[src/rtl/regfile_port_ctrl.sv]
// Block-command sequencer for the 8x16 register-file port: dumps a register range
// onto a valid/ready stream, loads a range from a stream, or clears a range to zero.
module regfile_port_ctrl #(
  parameter int DATA_W = 16,
  parameter int ADDR_W = 3
) (
  input  logic              clk_50,
  input  logic              reset,
  input  logic              cmd_valid,
  output logic              cmd_ready,
  input  logic [1:0]        cmd_op,
  input  logic [ADDR_W-1:0] cmd_base,
  input  logic [ADDR_W-1:0] cmd_count,
  input  logic [DATA_W-1:0] wr_data,
  input  logic              wr_valid,
  output logic              wr_ready,
  output logic [DATA_W-1:0] rd_data,
  output logic              rd_valid,
  input  logic              rd_ready,
  output logic              busy,
  output logic [ADDR_W-1:0] rf_sr1,
  input  logic [DATA_W-1:0] rf_sr1_out,
  output logic [ADDR_W-1:0] rf_dr,
  output logic [DATA_W-1:0] rf_in,
  output logic              rf_ldreg
);

  typedef enum logic [1:0] {
    IDLE  = 2'd0,
    DUMP  = 2'd1,
    LOAD  = 2'd2,
    CLEAR = 2'd3
  } state_t;

  localparam logic [1:0]        OP_DUMP  = 2'b00;
  localparam logic [1:0]        OP_LOAD  = 2'b01;
  localparam logic [1:0]        OP_CLEAR = 2'b10;
  localparam logic [ADDR_W-1:0] PTR_ONE  = ADDR_W'(1);
  localparam logic [ADDR_W:0]   REM_ONE  = (ADDR_W + 1)'(1);

  state_t              state, state_next;
  logic [ADDR_W-1:0]   ptr, ptr_next;
  logic [ADDR_W:0]     remaining, remaining_next;
  logic [DATA_W-1:0]   rd_data_next;
  logic                rd_valid_next;
  logic                capture;
  logic                beat_done;

  // NOTE: every signal written here gets a default first so no path can infer a latch.
  always_comb begin
    state_next     = state;
    ptr_next       = ptr;
    remaining_next = remaining;
    rd_data_next   = rd_data;
    rd_valid_next  = rd_valid;
    cmd_ready      = 1'b0;
    busy           = 1'b1;
    wr_ready       = 1'b0;
    rf_sr1         = '0;
    rf_dr          = '0;
    rf_in          = '0;
    rf_ldreg       = 1'b0;
    capture        = (remaining != '0) && (!rd_valid || rd_ready);
    beat_done      = rd_valid && rd_ready;

    unique case (state)
      IDLE: begin
        cmd_ready = 1'b1;
        busy      = 1'b0;
        if (cmd_valid && cmd_op != 2'b11) begin
          ptr_next       = cmd_base;
          remaining_next = {1'b0, cmd_count} + REM_ONE;
          unique case (cmd_op)
            OP_DUMP:  state_next = DUMP;
            OP_LOAD:  state_next = LOAD;
            OP_CLEAR: state_next = CLEAR;
            default:  state_next = IDLE;
          endcase
        end
      end

      DUMP: begin
        rf_sr1 = ptr;
        if (capture) begin
          rd_data_next   = rf_sr1_out;
          rd_valid_next  = 1'b1;
          ptr_next       = ptr + PTR_ONE;
          remaining_next = remaining - REM_ONE;
        end else if (beat_done) begin
          rd_valid_next = 1'b0;
        end
        // The last word has been captured and now leaves on this handshake.
        if (remaining == '0 && beat_done) begin
          state_next = IDLE;
        end
      end

      LOAD: begin
        wr_ready = 1'b1;
        rf_dr    = ptr;
        rf_in    = wr_data;
        rf_ldreg = wr_valid;
        if (wr_valid) begin
          ptr_next       = ptr + PTR_ONE;
          remaining_next = remaining - REM_ONE;
          if (remaining == REM_ONE) state_next = IDLE;
        end
      end

      CLEAR: begin
        rf_dr          = ptr;
        rf_ldreg       = 1'b1;
        ptr_next       = ptr + PTR_ONE;
        remaining_next = remaining - REM_ONE;
        if (remaining == REM_ONE) state_next = IDLE;
      end

      default: state_next = IDLE;
    endcase
  end

  // NOTE: state registers use non-blocking assignments so all flops update together at the edge.
  always_ff @(posedge clk_50 or posedge reset) begin
    if (reset) begin
      state     <= IDLE;
      ptr       <= '0;
      remaining <= '0;
      rd_data   <= '0;
      rd_valid  <= 1'b0;
    end else begin
      state     <= state_next;
      ptr       <= ptr_next;
      remaining <= remaining_next;
      rd_data   <= rd_data_next;
      rd_valid  <= rd_valid_next;
    end
  end

endmodule
[config.mk]
export PLATFORM = sky130hd
export DESIGN_NAME = regfile_port_ctrl
export DESIGN_NICKNAME = d
export VERILOG_FILES = /design/src/rtl/regfile_port_ctrl.sv
export SDC_FILE = /design/constraint.sdc
export NUM_CORES = 1
export LEC_CHECK = 0
export CAP_MARGIN = 20
export CORE_MARGIN = 5
export CORE_UTILIZATION = 41
export CTS_BUF_LIST = sky130_fd_sc_hd__clkbuf_4 sky130_fd_sc_hd__clkbuf_8
export DETAILED_ROUTE_END_ITERATION = 16
export PLACE_DENSITY = 0.87
export SYNTH_ARGS = -nofsm -noshare
export SYNTH_HDL_FRONTEND = slang
export SYNTH_SLANG_ARGS = --single-unit
[constraint.sdc]
create_clock -name clk_50 -period 3.3 [get_ports clk_50]
set_input_delay 0.33 -clock clk_50 [delete_from_list [all_inputs] [get_ports clk_50]]
set_output_delay 0.33 -clock clk_50 [all_outputs]
set_load 0.05 [all_outputs]
==> results.toml <==
[cells_and_area]
antenna_cells = 0
multi_input_area_sq_um = 748
nNetsFinal = 310
fillers = 267
syn_to_final_growth_pct = 66.3
seqCellArea_sq_um = 651
drive_gt1_share_pct = 3.50

[sta]
finalSetupViolations = 0
final.period_utilization_pct = 87.6
maxSlewViolCount = 0
hold_viol = 0
maxSlewHeadroom_pct = 50.3
fmax_mhz = 346
rsz0062_at_grt = "false"
fin_skew_ns = 0.0119
tns_ns = 0
worstMarginPinSlew_ns = 0.744
post-route-min-period_ns = 2.89

[run_status]
status = "finished, final reports clean"

[placement]
io_buffers = 87
place.gp.congestion = 0.812
dp_hpwl_microns = 3280

[grt]
grt_start_max_net_pins = 27
grt_antenna_before_repair = 0
grt_use_total_pct = 16.5
grt_pass1_wl_microns = 6670
overflow = 0
grt_pass1_vias = 1490

[setup_path]
crit_required_ns = 2.97
reg2reg_slack_ns = 1.18
cp_num_buf_inv = 1
cp_max_fo = 17
crit_chain = "nor2b_1, and2_1, clkdlybuf4s50_1"
slowest_delay_ns = 0.81
critPathLaunchType = "flip-flop"
critPathCaptureType = "primary output"
cp_top_family = "simple AND/OR/NAND/NOR gates"
cp.arrival_ns = 2.56
crit_type = "reg2out"
slowest_stage = "clkdlybuf4s50_1"

[cts]
numCtsBuffers = 3
cts_tree = "yes"
cts-root-buf = "clkbuf_4"
cts.sinks = 26
htree_levels = 1
cts_hold_buf = 0
clk_pin_slew_worst_paths_ns = 0.14
ctsResizeCount = 0
cts_buffer_depth = 2
clk_latency_ns = 0.32
post_cts_buffers = 0

[routing]
antenna_left = 0
drt-wirelength-per-cell_microns = 13.3
num_vias = 1464
drtIter0Drc = 43
dr.pass1.iters = 4
drc = 0
routed_wl_microns = 4030
viasPerCell = 4.83

[power]
p_per_area_nw_per_um2 = 1110
ir_drop_mv = 0.591
finalPower_mw = 2.71
power_leakage_nw = 1.10

[logic_synthesis]
yosys-top-cells-area = "dfrtp_1 (44%), nand2_1 (14%), and2_1 (9.4%), ha_1 (6.0%), nor2_1 (1.8%)"
yosys_register_bits = 26
syn_area_sq_um = 1470
synth_top_area_share_pct = 44.3
synth_nets = 223
ys_warn_count = 0
ys_seq_area_share_pct = 44.3
synth_largest_area_cell = "dfrtp_1"
netlist_instances = 171
syn_area_per_cell_sq_um = 8.58
synth.distinct_cells = 36

[floorplanning]
row_count = 21
core_area_sq_um = 3390
die_x_microns = 69.8
fp.dieH_microns = 69.8
io_pins = 88
die_area_sq_um = 4880
initial_core_util_pct = 43.3

[job]
cap_violations = 0

[min_path]
hold_class = "in2async"
## metal layers
| metal | vias to the layer above | wire length, microns | GRT usage, % |
|---|---|---|---|
| li1 | 732 | - | - |
| met1 | 656 | 1710 | 19.6 |
| met2 | 76 | 1850 | 28.1 |
| met3 | 0 | 471 | 6.09 |
| met4 | 0 | 0 | 3.83 |
| met5 | - | 0 | 0 |
## kinds of logic (layout without fill, tap and decap cells)
logic type / Yosys count / count (layout) / share of synthesized area [%]
fa+ha+maj: 7 / 7 / 5.97
xor+xnor: 1 / 1 / 0.597
flops: 26 / 26 / 44.3
compound gates: 22 / 22 / 9.72
simple gates: 100 / 100 / 34.0
mux: 1 / 1 / 0.682
buf+inv: 14 / 100 / 4.69
## flip-flops by register name, indices dropped and copies added, names as in the netlist
name	count
state	2
rd_data	16
ptr	3
rd_valid	1
remaining	4
## placed cells by master, fill, tap and decap left out, drive strengths merged, types with 2 or more instances in the layout
| master | instances |
|---|---|
| clkdlybuf4s50 | 87 |
| nand2 | 55 |
| dfrtp | 26 |
| and2 | 22 |
| nor2 | 7 |
| ha | 7 |
| inv | 6 |
| nand3 | 5 |
| a21oi | 5 |
| o21ai | 5 |
| a31oi | 3 |
| clkbuf | 3 |
| a2bb2oi | 2 |
| o31ai | 2 |
| nor3 | 2 |
| buf | 2 |
## cell usage after synthesis (all sizes together)
master	instances
nor2	7
and3	1
ha	7
a211oi	1
a21oi	5
dfrtp	26
nor4b	1
and4b	1
o31ai	2
a2bb2oi	2
nand2b	1
inv	6
nand3b	1
and2b	1
nand3	5
buf	6
mux2i	1
nor3	2
o22a	1
nor2b	1
clkbuf	1
xor2	1
o21a	1
o221ai	1
and2	22
or2	1
nand2	55
o21ai	5
a31oi	3
or3b	1
a221oi	1
clkinv	1
## final cells by class
| type | count | share of cell area, % |
|---|---|---|
| sequential | 26 | 26.7 |
| inverter | 7 | 1.08 |
| clock inverter | 1 | 1.23 |
| timing repair buffer | 89 | 37.1 |
| multi-input combinational | 131 | 30.7 |
| clock buffer | 3 | 0.923 |
| tap | 46 | 2.36 |
## where the power goes
group	total (mW)	switching [mW]	internal (mW)
sequential	0.609	0.132	0.477
combinational	1.88	1.22	0.658
clock	0.220	0.0969	0.123
total	2.71	1.45	1.26
## worst reg2reg max path, delay by kind of cell (launching register included)
kind            cells  cell delay (ns)
fa+ha+maj           1             0.23
buf+inv             1             0.11
flops               1             0.41
compound gates      1             0.11
simple gates        3             1.16
## through the flow
| step | setup WS [ns] | instances | hold WS (ns) | cell area (sq um) | util [%] |
|---|---|---|---|---|---|
| 6_report | 0.408 | 303 | 0.200 | 2440 | 72.0 |
| 5_1_grt | 0.246 | 303 | 0.183 | 2440 | 72.0 |
| 4_1_cts | 0.376 | 302 | 0.496 | 2410 | 71.2 |
| 3_5_place_dp | 0.752 | 298 | 0.461 | 2360 | 69.7 |
| 3_3_place_gp | 0.803 | 298 | 0.456 | 2360 | 69.7 |
| 2_1_floorplan | 1.07 | 171 | 0.370 | 1470 | - |
## worst paths after layout
kind | cells after the start | startpoint | end
max | 3 | state[1] | rf_in[13]
min | 2 | reset | rd_data[10]
min in group clk_50 | 2 | rd_data[10] | rd_data[10]
min reg2reg | 2 | rd_data[10] | rd_data[10]
max in group asynchronous | 3 | reset | rd_data[11]
max reg2reg | 6 | remaining[1] | ptr[0]
(Power assumes the default switching activity.)
